## config.mk

```make
export PLATFORM = sky130hd
export DESIGN_NAME = clk_div_monitor
export DESIGN_NICKNAME = d
export VERILOG_FILES = /design/src/rtl/clk_mon_pkg.sv /design/src/rtl/rise_detect.sv /design/src/rtl/clk_div_monitor.sv
export SDC_FILE = /design/constraint.sdc
export NUM_CORES = 1
export LEC_CHECK = 0
export BUFFER_PORTS_ARGS = -buffer_cell sky130_fd_sc_hd__buf_2
export CORE_UTILIZATION = 56
export CTS_CLUSTER_SIZE = 8
export DETAILED_ROUTE_END_ITERATION = 8
export PLACE_DENSITY = 0.77
export SYNTH_ARGS = -nofsm -noshare
export SYNTH_HDL_FRONTEND = slang
export SYNTH_SLANG_ARGS = --single-unit
export TNS_END_PERCENT = 100
```

## constraint.sdc

```tcl
create_clock -name clk_in -period 5.7 [get_ports clk_in]
set_input_delay 0.285 -clock clk_in [delete_from_list [all_inputs] [get_ports clk_in]]
set_output_delay 0.285 -clock clk_in [all_outputs]
set_load 0.02 [all_outputs]
```

## src/rtl/clk_mon_pkg.sv

```systemverilog
// -----------------------------------------------------------------------------
// clk_mon_pkg
// Shared definitions for the divided-clock monitor:
//   mon_state_t    - monitor FSM states
//   ERR_CNT_W      - width of the saturating fault counter
//   stall_timeout  - cycles without a rising edge before a stall is declared
// -----------------------------------------------------------------------------
package clk_mon_pkg;

  typedef enum logic [1:0] {
    S_WAIT    = 2'd0,
    S_MEASURE = 2'd1,
    S_STALL   = 2'd2
  } mon_state_t;

  localparam int ERR_CNT_W = 16;

  // A stall is declared after two full expected periods with no rising edge.
  function automatic int stall_timeout(input int div);
    return 2 * div;
  endfunction

endpackage

```

## src/rtl/rise_detect.sv

```systemverilog
// -----------------------------------------------------------------------------
// rise_detect
// Registers a level signal and flags the cycle in which it goes 0 -> 1.
// The input must already be synchronous to clk.
// Ports:
//   clk  in  clock, posedge
//   rst  in  asynchronous active-high reset (clears the history register)
//   d    in  level to watch
//   rise out d=1 while the registered copy is 0 (combinational, same cycle)
// -----------------------------------------------------------------------------
module rise_detect (
  input  logic clk,
  input  logic rst,
  input  logic d,
  output logic rise
);

  logic d_q;

  always_ff @(posedge clk or posedge rst) begin
    if (rst) begin
      d_q <= 1'b0;
    end else begin
      d_q <= d;
    end
  end

  assign rise = d & ~d_q;

endmodule

```

## src/rtl/clk_div_monitor.sv

```systemverilog
// -----------------------------------------------------------------------------
// clk_div_monitor
// Measures the period and high time of one divided clock (in clk_in cycles),
// checks them against the expected ratio, and reports lock, errors and stalls.
// Ports:
//   clk_in      in   system clock, all logic on posedge
//   rst         in   asynchronous active-high reset
//   div_clk     in   monitored divided clock (synchronous to clk_in)
//   clear       in   synchronous clear of error/lock state and FSM
//   period      out  last measured period
//   high_time   out  last measured high time
//   meas_valid  out  one-cycle pulse when period/high_time update
//   locked      out  LOCK_COUNT consecutive good periods since last fault
//   err         out  sticky fault flag
//   err_count   out  saturating fault count
//   stalled     out  no rising edge within 2*DIV cycles
// -----------------------------------------------------------------------------
module clk_div_monitor
  import clk_mon_pkg::*;
#(
  parameter int DIV        = 4,
  parameter int HIGH_EXP   = DIV / 2,
  parameter int HIGH_TOL   = 0,
  parameter int LOCK_COUNT = 4,
  parameter int CNT_W      = 8
) (
  input  logic                 clk_in,
  input  logic                 rst,
  input  logic                 div_clk,
  input  logic                 clear,
  output logic [CNT_W-1:0]     period,
  output logic [CNT_W-1:0]     high_time,
  output logic                 meas_valid,
  output logic                 locked,
  output logic                 err,
  output logic [ERR_CNT_W-1:0] err_count,
  output logic                 stalled
);

  localparam int RUN_W = $clog2(LOCK_COUNT + 1);

  localparam logic [CNT_W-1:0] TIMEOUT = CNT_W'(stall_timeout(DIV));
  localparam logic [CNT_W-1:0] DIV_C   = CNT_W'(DIV);
  localparam logic [CNT_W-1:0] HI_MAX  = CNT_W'(HIGH_EXP + HIGH_TOL);
  // Lower bound clamped at zero so the window test never underflows.
  localparam logic [CNT_W-1:0] HI_MIN  = (HIGH_EXP > HIGH_TOL) ?
                                         CNT_W'(HIGH_EXP - HIGH_TOL) :
                                         {CNT_W{1'b0}};
  localparam logic [RUN_W-1:0] LOCK_C  = RUN_W'(LOCK_COUNT);

  logic             rise;
  logic [CNT_W-1:0] per_cnt;
  logic [CNT_W-1:0] hi_cnt;
  logic [RUN_W-1:0] good_run;
  logic [RUN_W-1:0] good_run_inc;

  mon_state_t state_q;
  mon_state_t state_d;
  logic       capture;
  logic       stall_hit;
  logic       meas_good;
  logic       good_event;
  logic       bad_event;

  rise_detect u_rise (
    .clk  (clk_in),
    .rst  (rst),
    .d    (div_clk),
    .rise (rise)
  );

  // Measurement counters: both restart at 1 on the rising edge so that the
  // value held when the next edge arrives is the full period / high time.
  always_ff @(posedge clk_in or posedge rst) begin
    if (rst) begin
      per_cnt <= '0;
      hi_cnt  <= '0;
    end else if (rise) begin
      per_cnt <= CNT_W'(1);
      hi_cnt  <= CNT_W'(1);
    end else begin
      if (per_cnt != TIMEOUT) begin
        per_cnt <= per_cnt + CNT_W'(1);
      end
      hi_cnt <= hi_cnt + CNT_W'(div_clk);
    end
  end

  assign meas_good = (per_cnt == DIV_C) && (hi_cnt >= HI_MIN) && (hi_cnt <= HI_MAX);

  // FSM state register
  always_ff @(posedge clk_in or posedge rst) begin
    if (rst) begin
      state_q <= S_WAIT;
    end else begin
      state_q <= state_d;
    end
  end

  // FSM next state. Clear overrides everything, so an edge or timeout in
  // the same cycle is neither reported nor counted.
  always_comb begin
    state_d   = state_q;
    capture   = 1'b0;
    stall_hit = 1'b0;
    if (clear) begin
      state_d = S_WAIT;
    end else begin
      case (state_q)
        S_WAIT: begin
          // First edge has no reference, so it only arms the measurement.
          if (rise) begin
            state_d = S_MEASURE;
          end else if (per_cnt == TIMEOUT) begin
            state_d   = S_STALL;
            stall_hit = 1'b1;
          end
        end
        S_MEASURE: begin
          if (rise) begin
            capture = 1'b1;
          end else if (per_cnt == TIMEOUT) begin
            state_d   = S_STALL;
            stall_hit = 1'b1;
          end
        end
        S_STALL: begin
          // Re-sync edge: restarts measurement without a report.
          if (rise) begin
            state_d = S_MEASURE;
          end
        end
        default: state_d = S_WAIT;
      endcase
    end
  end

  assign good_event   = capture & meas_good;
  assign bad_event    = (capture & ~meas_good) | stall_hit;
  assign good_run_inc = (good_run == LOCK_C) ? good_run : good_run + RUN_W'(1);

  // Reporting and status registers
  always_ff @(posedge clk_in or posedge rst) begin
    if (rst) begin
      period     <= '0;
      high_time  <= '0;
      meas_valid <= 1'b0;
      locked     <= 1'b0;
      err        <= 1'b0;
      err_count  <= '0;
      stalled    <= 1'b0;
      good_run   <= '0;
    end else begin
      meas_valid <= capture;
      stalled    <= (state_d == S_STALL);
      if (capture) begin
        period    <= per_cnt;
        high_time <= hi_cnt;
      end
      if (clear) begin
        err       <= 1'b0;
        err_count <= '0;
        good_run  <= '0;
        locked    <= 1'b0;
      end else if (bad_event) begin
        err      <= 1'b1;
        good_run <= '0;
        locked   <= 1'b0;
        if (err_count != {ERR_CNT_W{1'b1}}) begin
          err_count <= err_count + ERR_CNT_W'(1);
        end
      end else if (good_event) begin
        good_run <= good_run_inc;
        locked   <= (good_run_inc == LOCK_C);
      end
    end
  end

endmodule

```

=== After elaboration in Yosys (flattened, before gate mapping) ===
Index checks and enable logic that the tools add are counted.

* Bits of input ports: 4
* Word-level logic and storage cells: 70
* Register bits: 58
* Output and inout bits: 36

* Reductions and logical operators: 9
* Muxes and demuxes: 28
* Equality and inequality tests: 9
* Bitwise operators: 6
* Add/subtract/negate cells: 4
* Order comparisons: 2

{| class="wikitable"
|+ Operators by type and width
! cell !! number
|-
| $mux W16 || 3
|-
| $mux W8 || 3
|-
| $add A16 B1 Y16 const B || 1
|-
| $ne A16 B16 Y1 const B || 1
|-
| $mux W1 || 12
|-
| $mux W3 || 4
|-
| $mux W2 || 5
|-
| $add A8 B1 Y8 || 1
|-
| $add A8 B1 Y8 const B || 1
|-
| $eq A8 B3 Y1 const B || 1
|-
| $eq A8 B4 Y1 const B || 1
|-
| $ge A8 B2 Y1 const B || 1
|-
| $le A8 B2 Y1 const B || 1
|-
| $ne A8 B4 Y1 const B || 1
|-
| $eq A3 B3 Y1 const B || 2
|-
| $pmux W2 S3 || 1
|-
| $reduce_bool A2 Y1 || 3
|-
| $eq A2 B2 Y1 const B || 2
|-
| $add A3 B1 Y3 const B || 1
|-
| $and A1 B1 Y1 || 3
|-
| $reduce_bool A3 Y1 || 1
|-
| $eq A2 B1 Y1 const B || 1
|-
| $logic_and A1 B1 Y1 || 2
|-
| $logic_not A2 Y1 || 1
|-
| 4 further kinds || 5
|}

=== Longest topological paths before layout ===
Gate-level depths: netlist of the first run.

* Depth after elaboration: 9
* Gate-level depth with buffers: 10

=== By module ===
Synthesis of the first run repeated with hierarchy kept, for this count alone.

* Cells, all modules: 266
* Area total of the unflattened synthesis: 2851.5 um2

{| class="wikitable"
|+ Modules (own cells, without submodules)
! module !! sequential area each (um2) !! area an instance (um2) !! instances !! cells an instance
|-
| clk_div_monitor || 1426.4 || 2808.9 || 1 || 263
|-
| rise_detect || 25.0 || 42.5 || 1 || 3
|}

=== Worst setup path after synthesis of the first run ===
Ideal clock, no wire load.

* Path kind: flip-flop to flip-flop
* From: register per_cnt[4]
* To: register err_count[6]
* Required time: 5.622 ns
* Slack: 3.391 ns
* Data arrival time: 2.231 ns
* Cell stages (with the launch flop): 8
* Period minus slack after synthesis: 2.309 ns
* Cells stage by stage: dfrtp_1 -> or3_1 -> or2_1 -> buf_2 -> o32a_1 -> buf_2 -> or4_1 -> a21oi_1

* Word-level cells in the longest chain between the ends: 8

{| class="wikitable"
|+ RTL lines
! what !! line !! text
|-
| start: declaration || clk_div_monitor.sv:52 || <nowiki>logic [CNT_W-1:0] per_cnt;</nowiki>
|-
| start signal: assignment || clk_div_monitor.sv:83 || <nowiki>per_cnt <= per_cnt + CNT_W'(1);</nowiki>
|-
| $eq A8 B4 Y1 / $eq A8 B3 Y1 (equally long branches) || clk_div_monitor.sv:114, clk_div_monitor.sv:122, clk_div_monitor.sv:89 ||
|-
| $mux W1 / $logic_and A1 B1 Y1 (equally long branches) || clk_div_monitor.sv:114, clk_div_monitor.sv:122, clk_div_monitor.sv:89 ||
|-
| $mux W1 / $logic_and A1 B1 Y1 (equally long branches) || clk_div_monitor.sv:112, clk_div_monitor.sv:89 ||
|-
| $mux W1 / $not A1 Y1 (equally long branches) || n/a ||
|-
| $mux W1 / $and A1 B1 Y1 (equally long branches) || clk_div_monitor.sv:106, clk_div_monitor.sv:139 ||
|-
| $or A1 B1 Y1 (*) || clk_div_monitor.sv:139 || <nowiki>assign bad_event = (capture & ~meas_good) | stall_hit;</nowiki>
|-
| $reduce_bool A2 Y1 (no source line) (*) || n/a ||
|-
| $reduce_and A2 Y1 (no source line) (*) || n/a ||
|-
| end signal: assignment || clk_div_monitor.sv:170 || <nowiki>err_count <= err_count + ERR_CNT_W'(1);</nowiki>
|-
| end: declaration || clk_div_monitor.sv:36 || <nowiki>output logic [ERR_CNT_W-1:0] err_count,</nowiki>
|}

Every way passes the cells marked *; elsewhere a longest branch is shown, timed or not.
A chain may end at the register's enable or synchronous reset.

=== Final worst setup path of the first run ===
* From: register per_cnt[0]
* To: register err_count[0]

The elaborated chain is that of the path after synthesis.

==> flow_metrics.py, run 1 <==
metrics = {
    "status": {
        "outcome": "completed",
    },
    "die": {
        "initial_core_util_pct": 59.16,
        "ioPinCount": 40,
        "fp.dieH_um": 73.11,
        "coreArea_mm2": 0.004786,
        "std_cell_rows": 25,
        "die_w_um": 73.11,
        "dieArea_mm2": 0.005344,
    },
    "timing": {
        "finClkSkew_ns": 0.004488,
        "slew_headroom_pct": 39.38,
        "rsz0062_at_grt": "no",
        "fin_crit_ns": 2.919,
        "tns_ns": 0,
        "slew_violations": 0,
        "finalCritPeriodShare_pct": 51.20,
        "worst_pin_slew_ns": 0.9081,
        "hold_viol": 0,
        "setup_violations": 0,
        "max_freq_mhz": 342.6,
    },
    "route": {
        "via_per_inst": 5.488,
        "post_drt_wl_per_cell_um": 13.74,
        "drc_errors": 0,
        "drt_first_pass_iters": 4,
        "drtIter0Drc": 166,
        "vias": 2272,
        "drt-total-wl_um": 5690,
        "antenna_left": 0,
    },
    "layout": {
        "nets": 353,
        "antennaDiodeCount": 0,
        "multi_input_area_mm2": 0.001285,
        "area_growth_pct": 16.22,
        "drive_gt1_share_pct": 19.02,
        "nFillCells": 411,
        "seq_area_mm2": 0.001451,
        "layout.cells.non_filler": 414,
    },
    "power": {
        "combPwrFrac_pct": 17.0,
        "p_clk_share_pct": 37.6,
        "p_total_w": 0.001117,
        "swShare_pct": 28.84,
        "p_seq_share_pct": 45.5,
        "ir_drop_v": 0.0002233,
        "p_switching_w": 0.0003220,
        "leakagePower_nw": 1.632,
        "p_int_w": 0.0007947,
        "power_density_mw_per_mm2": 339.4,
    },
    "place": {
        "placed_cells": 398,
        "io_buffers": 39,
        "gp_congestion": 0.7972,
        "hpwl_um": 3765,
    },
    "worst_setup_path": {
        "crit_path_end_kind": "flip-flop",
        "worst-path-buf-inv": 1,
        "start_kind": "flip-flop",
        "path_cells": "inv_1 -> ha_1 -> or4b_2 -> nor4_1 -> o32a_1 -> a21oi_1 -> mux2_2",
        "crit_family": "compound AO/OA/AOI/OAI gates",
        "slowest_stage": "o32a_1",
        "worst_ep_required_time_ns": 5.93,
        "arrival_ns": 3.14,
        "crit_fanout": 30,
        "critical-path-max-stage-delay_ns": 0.82,
        "worstSetupPathType": "reg -> reg",
    },
    "global_route": {
        "gr-usage-all-layers_pct": 24.42,
        "first_global_vias": 2083,
        "gr-total-overflow": 0,
        "grt_first_pass_wirelength_um": 9729,
        "grt_max_degree": 59,
        "antenna_found_initial": 0,
    },
    "yosys": {
        "ys_types": 35,
        "synth_cells": 304,
        "synth_edf_count": 0,
        "synth_top_cell_by_area": "dfrtp_1",
        "synth_nets": 315,
        "synth_warnings": 0,
        "synth.avg_cell_area_um2": 9.314,
        "synthArstFlopShare_pct": 100.0,
        "seq_area_frac_synth_pct": 51.26,
        "netlist_area_mm2": 0.002831,
        "ys_ff_latch": 58,
        "synth_top_area_share_pct": 51.26,
        "synthTopCellsByArea": "dfrtp_1 51%, nand2_1 7.7%, a21oi_1 3.4%",
        "yosys_most_used_dff": "dfrtp_1",
    },
    "clocking": {
        "numCtsBuffers": 9,
        "clockBufferDepth": 2,
        "clk_latency_ns": 0.34,
        "cts_resized": 0,
        "post-cts-setup-buffer-count": 0,
        "path_clk_slew_ns": 0.06,
        "cts_root_buf": "clkbuf_8",
        "h-tree-depth": 3,
        "cts.sinks": 58,
        "tritoncts": "built",
        "holdBufCountCts": 0,
    },
    "min_path": {
        "hold_path.class": "in -> reg",
    },
    "flow_run": {
        "drv_cap": 0,
    },
}
## layout by cell type (no fill, tap or decap), drive strengths merged, types with 5 or more instances in the layout
cell    synthesis  final
or4b            5      5
and3            8      8
nor2           21     21
o31ai           6      6
dfrtp          58     58
or3             7      7
a21oi          19     19
nand4           9      9
ha              7      7
nand2          58     58
inv             9      9
or4             6      6
buf             7     42
o21ai          12     12
clkbuf          8     11
nor3            5      5
nor2b           6      6
xor2            8      8
nand3          14     14
## cell usage after synthesis, drive strengths merged, types with 3 or more instances
master,n
mux2,4
nor3b,3
ha,7
nand4,9
xor2,8
clkbuf,8
nand3,14
and2,3
xnor2,4
inv,9
dfrtp,58
or3,7
or4b,5
nand2b,4
nor2,21
and3,8
buf,7
o21ai,12
or4,6
o31ai,6
a21oi,19
nor3,5
nand3b,4
nand2,58
nor2b,6
## cell families (layout without fill, tap and decap cells)
kind of cell,count (synthesis),count (layout),share of synthesized area [%]
buffers and inverters,24,67,3.358
muxes,4,4,1.591
AOI/OAI and AO/OA,40,40,7.954
and+or+nand+nor,159,159,29.03
adders and majority gates,7,7,3.093
xor gates and xnor gates,12,12,3.712
DFF,58,58,51.26
## final timing paths
kind                            start      endpoint  slack (ns)  cells after the start
max in group asynchronous         rst  high_time[1]        5.09                      3
setup / recovery           per_cnt[0]  err_count[0]        2.78                      7
hold reg to reg                locked        locked        0.46                      2
setup reg to reg           per_cnt[0]  err_count[0]        2.78                      7
min in group asynchronous         rst   good_run[0]        0.14                      3
hold / removal                div_clk    u_rise.d_q        0.11                      1
## per-stage QoR
stage                     worst slack, ns  utilization [%]  hold slack (ns)  cell area [µm²]
after floorplan                     3.391                -           0.3164             2831
after global placement              2.856            64.18           0.4480             3072
after detailed placement            2.770            64.18           0.4511             3072
after CTS                           2.776            68.76           0.1010             3291
after global routing                2.563            68.76           0.1104             3291
final                               2.781            68.76           0.1116             3291
## state kept, by name, indices dropped and copies added (netlist names)
| name | cells |
|---|---|
| high_time | 8 |
| period | 8 |
| err_count | 16 |
| hi_cnt | 8 |
| good_run | 3 |
| u_rise.d_q | 1 |
| state_q | 2 |
| stalled | 1 |
| per_cnt | 8 |
| locked | 1 |
| meas_valid | 1 |
| err | 1 |
## power groups by stage
stage | clock network (W) | logic, W | registers [W]
after floorplan | 0 | 0.000112 | 0.000536
after global placement | 0 | 0.000188 | 0.000511
after detailed placement | 0 | 0.000190 | 0.000516
after CTS | 0.000425 | 0.000192 | 0.000508
after global routing | 0.000442 | 0.000218 | 0.000515
final | 0.000419 | 0.000190 | 0.000508
## layer usage
layer / share of wire (%) / track usage, % / up-vias
met3: 4.6 / 5.387 / 10
li1: - / - / 1135
met2: 44 / 34.36 / 50
met5: 0 / 0 / -
met4: 2.2 / 12.42 / 0
met1: 49 / 35.40 / 1077
## cell type report
| class | count | share of cell area [%] |
|---|---|---|
| clock buffer | 11 | 4.297 |
| clock inverter | 5 | 2.357 |
| inverter | 9 | 1.027 |
| multi-input combinational | 222 | 39.05 |
| sequential | 58 | 44.11 |
| tap | 67 | 2.548 |
| timing repair buffer | 42 | 6.616 |
Note: power is estimated with default switching activity, not from simulation.
==> run 2: changes to the inputs <==
--- a/config.mk
+++ b/config.mk
@@ -6,10 +6,10 @@
 export NUM_CORES = 1
 export LEC_CHECK = 0
 export BUFFER_PORTS_ARGS = -buffer_cell sky130_fd_sc_hd__buf_2
-export CORE_UTILIZATION = 56
+export CORE_UTILIZATION = 51
 export CTS_CLUSTER_SIZE = 8
 export DETAILED_ROUTE_END_ITERATION = 8
-export PLACE_DENSITY = 0.77
+export PLACE_DENSITY = 0.74
 export SYNTH_ARGS = -nofsm -noshare
 export SYNTH_HDL_FRONTEND = slang
 export SYNTH_SLANG_ARGS = --single-unit
==> constraint.sdc (replaced) <==
create_clock -name clk_in -period 2.4 [get_ports clk_in]
set_input_delay 0.12 -clock clk_in [delete_from_list [all_inputs] [get_ports clk_in]]
set_output_delay 0.12 -clock clk_in [all_outputs]
set_load 0.02 [all_outputs]
==> run 2 against run 1 <==
Effect of this change:
- clock skew increased by 0.0081 ns
- routed wire length is 5.9% higher
- first-iteration DRC count shrank 36%
- hold slack improved by 0.13 ns
- die area grew 9.5%
- via count up 3.3%
- count of clock-buffer cells in the layout stayed put
- total power grew to 2.7 times the previous value
- setup slack lost 2.7 ns
- non-clock buffer count is 16 higher
- sequential power grew 130%
- critical path type unchanged
- largest cell class unchanged
- largest power group is now clock
==> flow_metrics.py, run 2 (same netlist as run 1, synthesis figures left out) <==
metrics = {
    "status": {
        "outcome": "completed",
    },
    "clocking": {
        "cts.sinks": 58,
        "h-tree-depth": 3,
        "cts_root_buf": "clkbuf_8",
        "clk_latency_ns": 0.34,
        "tritoncts": "built",
        "path_clk_slew_ns": 0.07,
        "clockBufferDepth": 2,
        "numCtsBuffers": 9,
    },
    "min_path": {
        "hold_path.class": "in -> async",
    },
    "global_route": {
        "grt_max_degree": 31,
        "gr-total-overflow": 0,
        "grt_first_pass_wirelength_um": 10450,
        "first_global_vias": 2191,
        "gr-usage-all-layers_pct": 22.90,
        "antenna_found_initial": 0,
    },
    "power": {
        "p_switching_w": 0.0008146,
        "p_seq_share_pct": 39.1,
        "p_int_w": 0.002182,
        "swShare_pct": 27.18,
        "leakagePower_nw": 1.738,
        "combPwrFrac_pct": 20.2,
        "ir_drop_v": 0.0004342,
        "p_clk_share_pct": 40.7,
        "p_total_w": 0.002997,
        "power_density_mw_per_mm2": 858.1,
    },
    "worst_setup_path": {
        "worst_ep_required_time_ns": 2.62,
        "worstSetupPathType": "reg -> reg",
        "crit_path_end_kind": "flip-flop",
        "ff2ff_path_depth": 8,
        "start_kind": "flip-flop",
        "arrival_ns": 2.55,
        "crit_fanout": 30,
    },
    "layout": {
        "nets": 369,
        "drive_gt1_share_pct": 22.87,
        "area_growth_pct": 23.33,
        "mostFrequentLayoutCell": "nand2_1",
        "antennaDiodeCount": 0,
        "fin_area_mm2": 0.003492,
        "most-common-layout-cells": "58 x nand2_1, 57 x dfrtp_1, 39 x buf_2, 21 x nor2_1, 19 x a21oi_1",
        "largest_reg_flops": 16,
        "top_register": "err_count",
    },
    "route": {
        "drtIter0Drc": 106,
        "antenna_left": 0,
        "drt_first_pass_iters": 4,
        "drt-total-wl_um": 6023,
        "via_per_inst": 5.423,
        "vias": 2348,
        "post_drt_wl_per_cell_um": 13.91,
        "drc_errors": 0,
    },
    "timing": {
        "slew_headroom_pct": 65.50,
        "max_freq_mhz": 430.7,
        "setup_violations": 0,
        "tns_ns": 0,
        "hold_viol": 0,
        "slew_violations": 0,
        "rsz0062_at_grt": "yes",
        "finClkSkew_ns": 0.01259,
        "worst_pin_slew_ns": 0.5169,
        "finalCritPeriodShare_pct": 96.75,
        "fin_crit_ns": 2.322,
    },
    "die": {
        "fp.dieH_um": 76.51,
        "initial_core_util_pct": 54.06,
        "dieArea_mm2": 0.005854,
        "coreArea_mm2": 0.005238,
        "ioPinCount": 40,
        "die_w_um": 76.51,
        "std_cell_rows": 26,
    },
    "flow_run": {
        "drv_cap": 0,
    },
    "place": {
        "gp_congestion": 0.8492,
        "io_buffers": 39,
        "hpwl_um": 4032,
        "placed_cell_area_mm2": 0.003186,
    },
}
==> run 2: power by group through the flow <==
stage | clock network [W] | logic, W | registers [W]
finish | 0.00122 | 0.000606 | 0.00117
global route | 0.00128 | 0.000670 | 0.00119
CTS | 0.00123 | 0.000598 | 0.00117
detailed placement | 0 | 0.000591 | 0.00119
global placement | 0 | 0.000580 | 0.00118
floorplan | 0 | 0.000267 | 0.00127
==> run 2: final timing paths <==
check / startpoint / endpoint / slack, ns
max: per_cnt[1] / err_count[0] / 0.08
min: rst / err_count[14] / 0.25
max reg2reg: per_cnt[1] / err_count[0] / 0.08
min reg2reg: locked / locked / 0.46
max in group asynchronous: rst / per_cnt[2] / 1.51
min in group clk_in: clear / err_count[14] / 0.25
==> run 2: timing repair <==
| item | CTS | global route |
|---|---|---|
| setup buffers | 0 | 1 |
| endpoints found under the hold margin | 12 | 0 |
| setup endpoints to repair | 0 | 5 |
| hold buffers | 2 | 0 |
| gates resized for setup | 0 | 3 |
==> run 2: final cells by class <==
class                   instances  area (µm²)
inverters                       9       33.78
multi-input cells             222        1296
flip-flops and latches         58        1453
well taps                      70       87.58
clock buffers                  11       141.4
fillers                       421        1745
repair buffers                 58       355.3
clock inverters                 5       125.1
==> run 2: layer usage <==
metal	share of wire [%]	wire length (µm)	GRT usage (%)	up-vias
met5	0	0	0	-
met4	1.0	63	9.615	0
met3	4.8	287	6.587	9
met2	44	2647	33.51	60
met1	50	3023	31.80	1111
li1	-	-	-	1168
==> run 2: stage by stage <==
stage / instances / util, % / hold WS [ns] / setup WS (ns)
floorplan: 304 / - / 0.1514 / 0.09069
detailed placement: 414 / 60.82 / 0.07846 / 0.03504
global route: 433 / 66.67 / 0.2715 / -0.002149
finish: 433 / 66.67 / 0.2454 / 0.07797
CTS: 432 / 66.29 / 0.2444 / 0.01639
global placement: 414 / 60.82 / 0.07035 / 0.08391
==> run 2: worst max-delay path, stage by stage (launching register included) <==
cell and delay, ns:
dfrtp_1 0.40, inv_1 0.08, ha_1 0.15, or4b_2 0.60, nor4_2 0.20, o32a_1 0.23
buf_12 0.17, a21oi_1 0.08, mux2_2 0.29
==> run 3: changes to the inputs <==
--- a/config.mk
+++ b/config.mk
@@ -6,10 +6,10 @@
 export NUM_CORES = 1
 export LEC_CHECK = 0
 export BUFFER_PORTS_ARGS = -buffer_cell sky130_fd_sc_hd__buf_2
-export CORE_UTILIZATION = 51
+export CORE_UTILIZATION = 56
 export CTS_CLUSTER_SIZE = 8
 export DETAILED_ROUTE_END_ITERATION = 8
-export PLACE_DENSITY = 0.74
+export PLACE_DENSITY = 0.77
 export SYNTH_ARGS = -nofsm -noshare
 export SYNTH_HDL_FRONTEND = slang
 export SYNTH_SLANG_ARGS = --single-unit
==> constraint.sdc (replaced) <==
create_clock -name clk_in -period 2.2 [get_ports clk_in]
set_input_delay 0.22 -clock clk_in [delete_from_list [all_inputs] [get_ports clk_in]]
set_output_delay 0.22 -clock clk_in [all_outputs]
set_load 0.02 [all_outputs]
==> run 3 against run 2 <==
Effect of this change:
- the flow now finishes with violations (negative setup slack)
- setup slack lost 0.12 ns
- sequential power is 9% higher
- register-to-register slack worse by 0.12 ns
- non-clock buffer count rose by 21
- global-route usage grew 4.6 points
- count of clock-buffer cells in the layout up 1
- core utilization grew 9.6 points
- hold slack got worse by 0.19 ns
- die area shrank 8.7%
- total power is 3.0% lower
==> flow_metrics.py, run 3 (same netlist as run 1, synthesis figures left out) <==
metrics = {
    "status": {
        "outcome": "finished with violations",
        "violations": "negative setup slack",
    },
    "layout": {
        "layout.cells.non_filler": 450,
        "drive_gt1_share_pct": 30.03,
        "mostFrequentLayoutCell": "dfrtp_1",
        "largest_reg_flops": 16,
        "antennaDiodeCount": 0,
        "most-common-layout-cells": "58 x dfrtp_1, 57 x nand2_1, 39 x buf_2, 36 x buf_4, 21 x nor2_1",
        "top_register": "err_count",
        "area_growth_pct": 28.86,
        "nets": 390,
    },
    "flow_run": {
        "drv_cap": 0,
    },
    "clocking": {
        "clk_latency_ns": 0.35,
        "numCtsBuffers": 9,
        "cts_root_buf": "clkbuf_8",
        "tritoncts": "built",
        "path_clk_slew_ns": 0.06,
        "clockBufferDepth": 2,
        "cts.sinks": 58,
        "h-tree-depth": 3,
    },
    "route": {
        "antenna_left": 0,
        "via_per_inst": 5.527,
        "drc_errors": 0,
        "drt_first_pass_iters": 5,
        "drtIter0Drc": 216,
        "post_drt_wl_per_cell_um": 15.24,
        "drt-total-wl_um": 6858,
        "vias": 2487,
    },
    "die": {
        "fp.dieH_um": 73.11,
        "std_cell_rows": 25,
        "initial_core_util_pct": 59.16,
        "ioPinCount": 40,
        "die_w_um": 73.11,
        "dieArea_mm2": 0.005344,
        "coreArea_mm2": 0.004786,
    },
    "global_route": {
        "gr-usage-all-layers_pct": 27.54,
        "first_global_vias": 2278,
        "grt_max_degree": 29,
        "grt_first_pass_wirelength_um": 10870,
        "antenna_found_initial": 0,
        "gr-total-overflow": 0,
    },
    "place": {
        "gp_congestion": 0.7950,
        "placed_cells": 428,
        "pre_cts_ws_ns": -0.1797,
        "io_buffers": 39,
        "hpwl_um": 4299,
    },
    "timing": {
        "worst_pin_slew_ns": 0.6230,
        "finClkSkew_ns": 0.006843,
        "rsz0062_at_grt": "yes",
        "fin_ws_ns": -0.04651,
        "max_freq_mhz": 445.1,
        "hold_viol": 0,
        "finalCritPeriodShare_pct": 102.1,
        "fin_crit_ns": 2.247,
        "setup_violations": 5,
        "slew_headroom_pct": 58.40,
        "tns_ns": -0.1481,
        "slew_violations": 0,
    },
    "power": {
        "p_int_w": 0.001982,
        "leakagePower_nw": 1.835,
        "swShare_pct": 31.79,
        "p_clk_share_pct": 27.7,
        "combPwrFrac_pct": 28.6,
        "power_density_mw_per_mm2": 796.6,
        "p_total_w": 0.002906,
        "ir_drop_v": 0.0005754,
        "p_switching_w": 0.0009239,
        "p_seq_share_pct": 43.8,
    },
    "worst_setup_path": {
        "worstSetupPathType": "reg -> reg",
        "crit_path_end_kind": "flip-flop",
        "arrival_ns": 2.53,
        "start_kind": "flip-flop",
        "crit_fanout": 8,
        "worst_ep_required_time_ns": 2.48,
    },
    "min_path": {
        "hold_path.class": "in -> reg",
    },
}
## run 3: cell count changes in the layout (fill, tap and decap cells not counted), sizes merged
cell,change
buf,+21
bufinv,-4
clkbuf,+2
clkinv,+1
clkinvlp,+1
dlygate4sd3,-1
## run 3: stage by stage
step	cell area (µm²)	hold slack [ns]	util, %
floorplan	2848	0.2514	-
global placement	3313	0.3263	69.23
detailed placement	3313	0.3295	69.23
CTS	3561	0.05350	74.41
global route	3649	0.06055	76.24
finish	3649	0.05822	76.24
## run 3: area by class of cell
class,count,area [µm²]
Clock inverter,3,17.52
Timing Repair Buffer,79,531.8
Fill cell,347,1137
Clock buffer,12,135.1
Multi-Input combinational cell,222,1395
Inverter,9,33.78
Tap cell,67,83.83
Sequential cell,58,1451
## run 3: path summary, 6_finish.rpt
check / start / to / slack, ns / depth (start not counted)
setup / recovery: per_cnt[5] / err_count[11] / -0.05 / 6
hold / removal: div_clk / u_rise.d_q / 0.06 / 1
setup reg to reg: per_cnt[5] / err_count[11] / -0.05 / 6
hold reg to reg: high_time[6] / high_time[6] / 0.47 / 2
max in group asynchronous: rst / hi_cnt[5] / 1.11 / 4
min in group asynchronous: rst / err_count[6] / 0.49 / 3
## run 3: what timing repair did
item,4_1_cts,5_1_grt
buffers inserted,1,4
endpoints found under the hold margin,25,0
gates resized for setup,12,16
gates cloned,1,1
pin swaps,2,13
hold buffers,1,0
endpoints found under the setup margin,17,17
## run 3: power by group through the flow
stage          Combinational (W)  Sequential, W  Clock [W]
5_1_grt                 0.000910        0.00129   0.000856
3_3_place_gp            0.000682        0.00128          0
6_report                0.000830        0.00127   0.000805
4_1_cts                 0.000748        0.00127   0.000813
2_1_floorplan           0.000299        0.00139          0
3_5_place_dp            0.000695        0.00128          0
## run 3: layer usage
metal	part of all wire [%]	wire length, µm	track usage [%]	up-vias
met5	0	0	0	-
met4	2.0	135	14.16	0
met3	4.7	324	4.972	13
met2	48	3276	42.59	68
met1	46	3122	37.09	1201
li1	-	-	-	1205
## run 3: worst max-delay path, cell delays in order (launching register included)
cell and delay [ns]:
dfrtp_1 0.39, or3_4 0.41, or2_4 0.27, o32a_4 0.36
buf_12 0.16, or4_4 0.47, a21oi_2 0.13
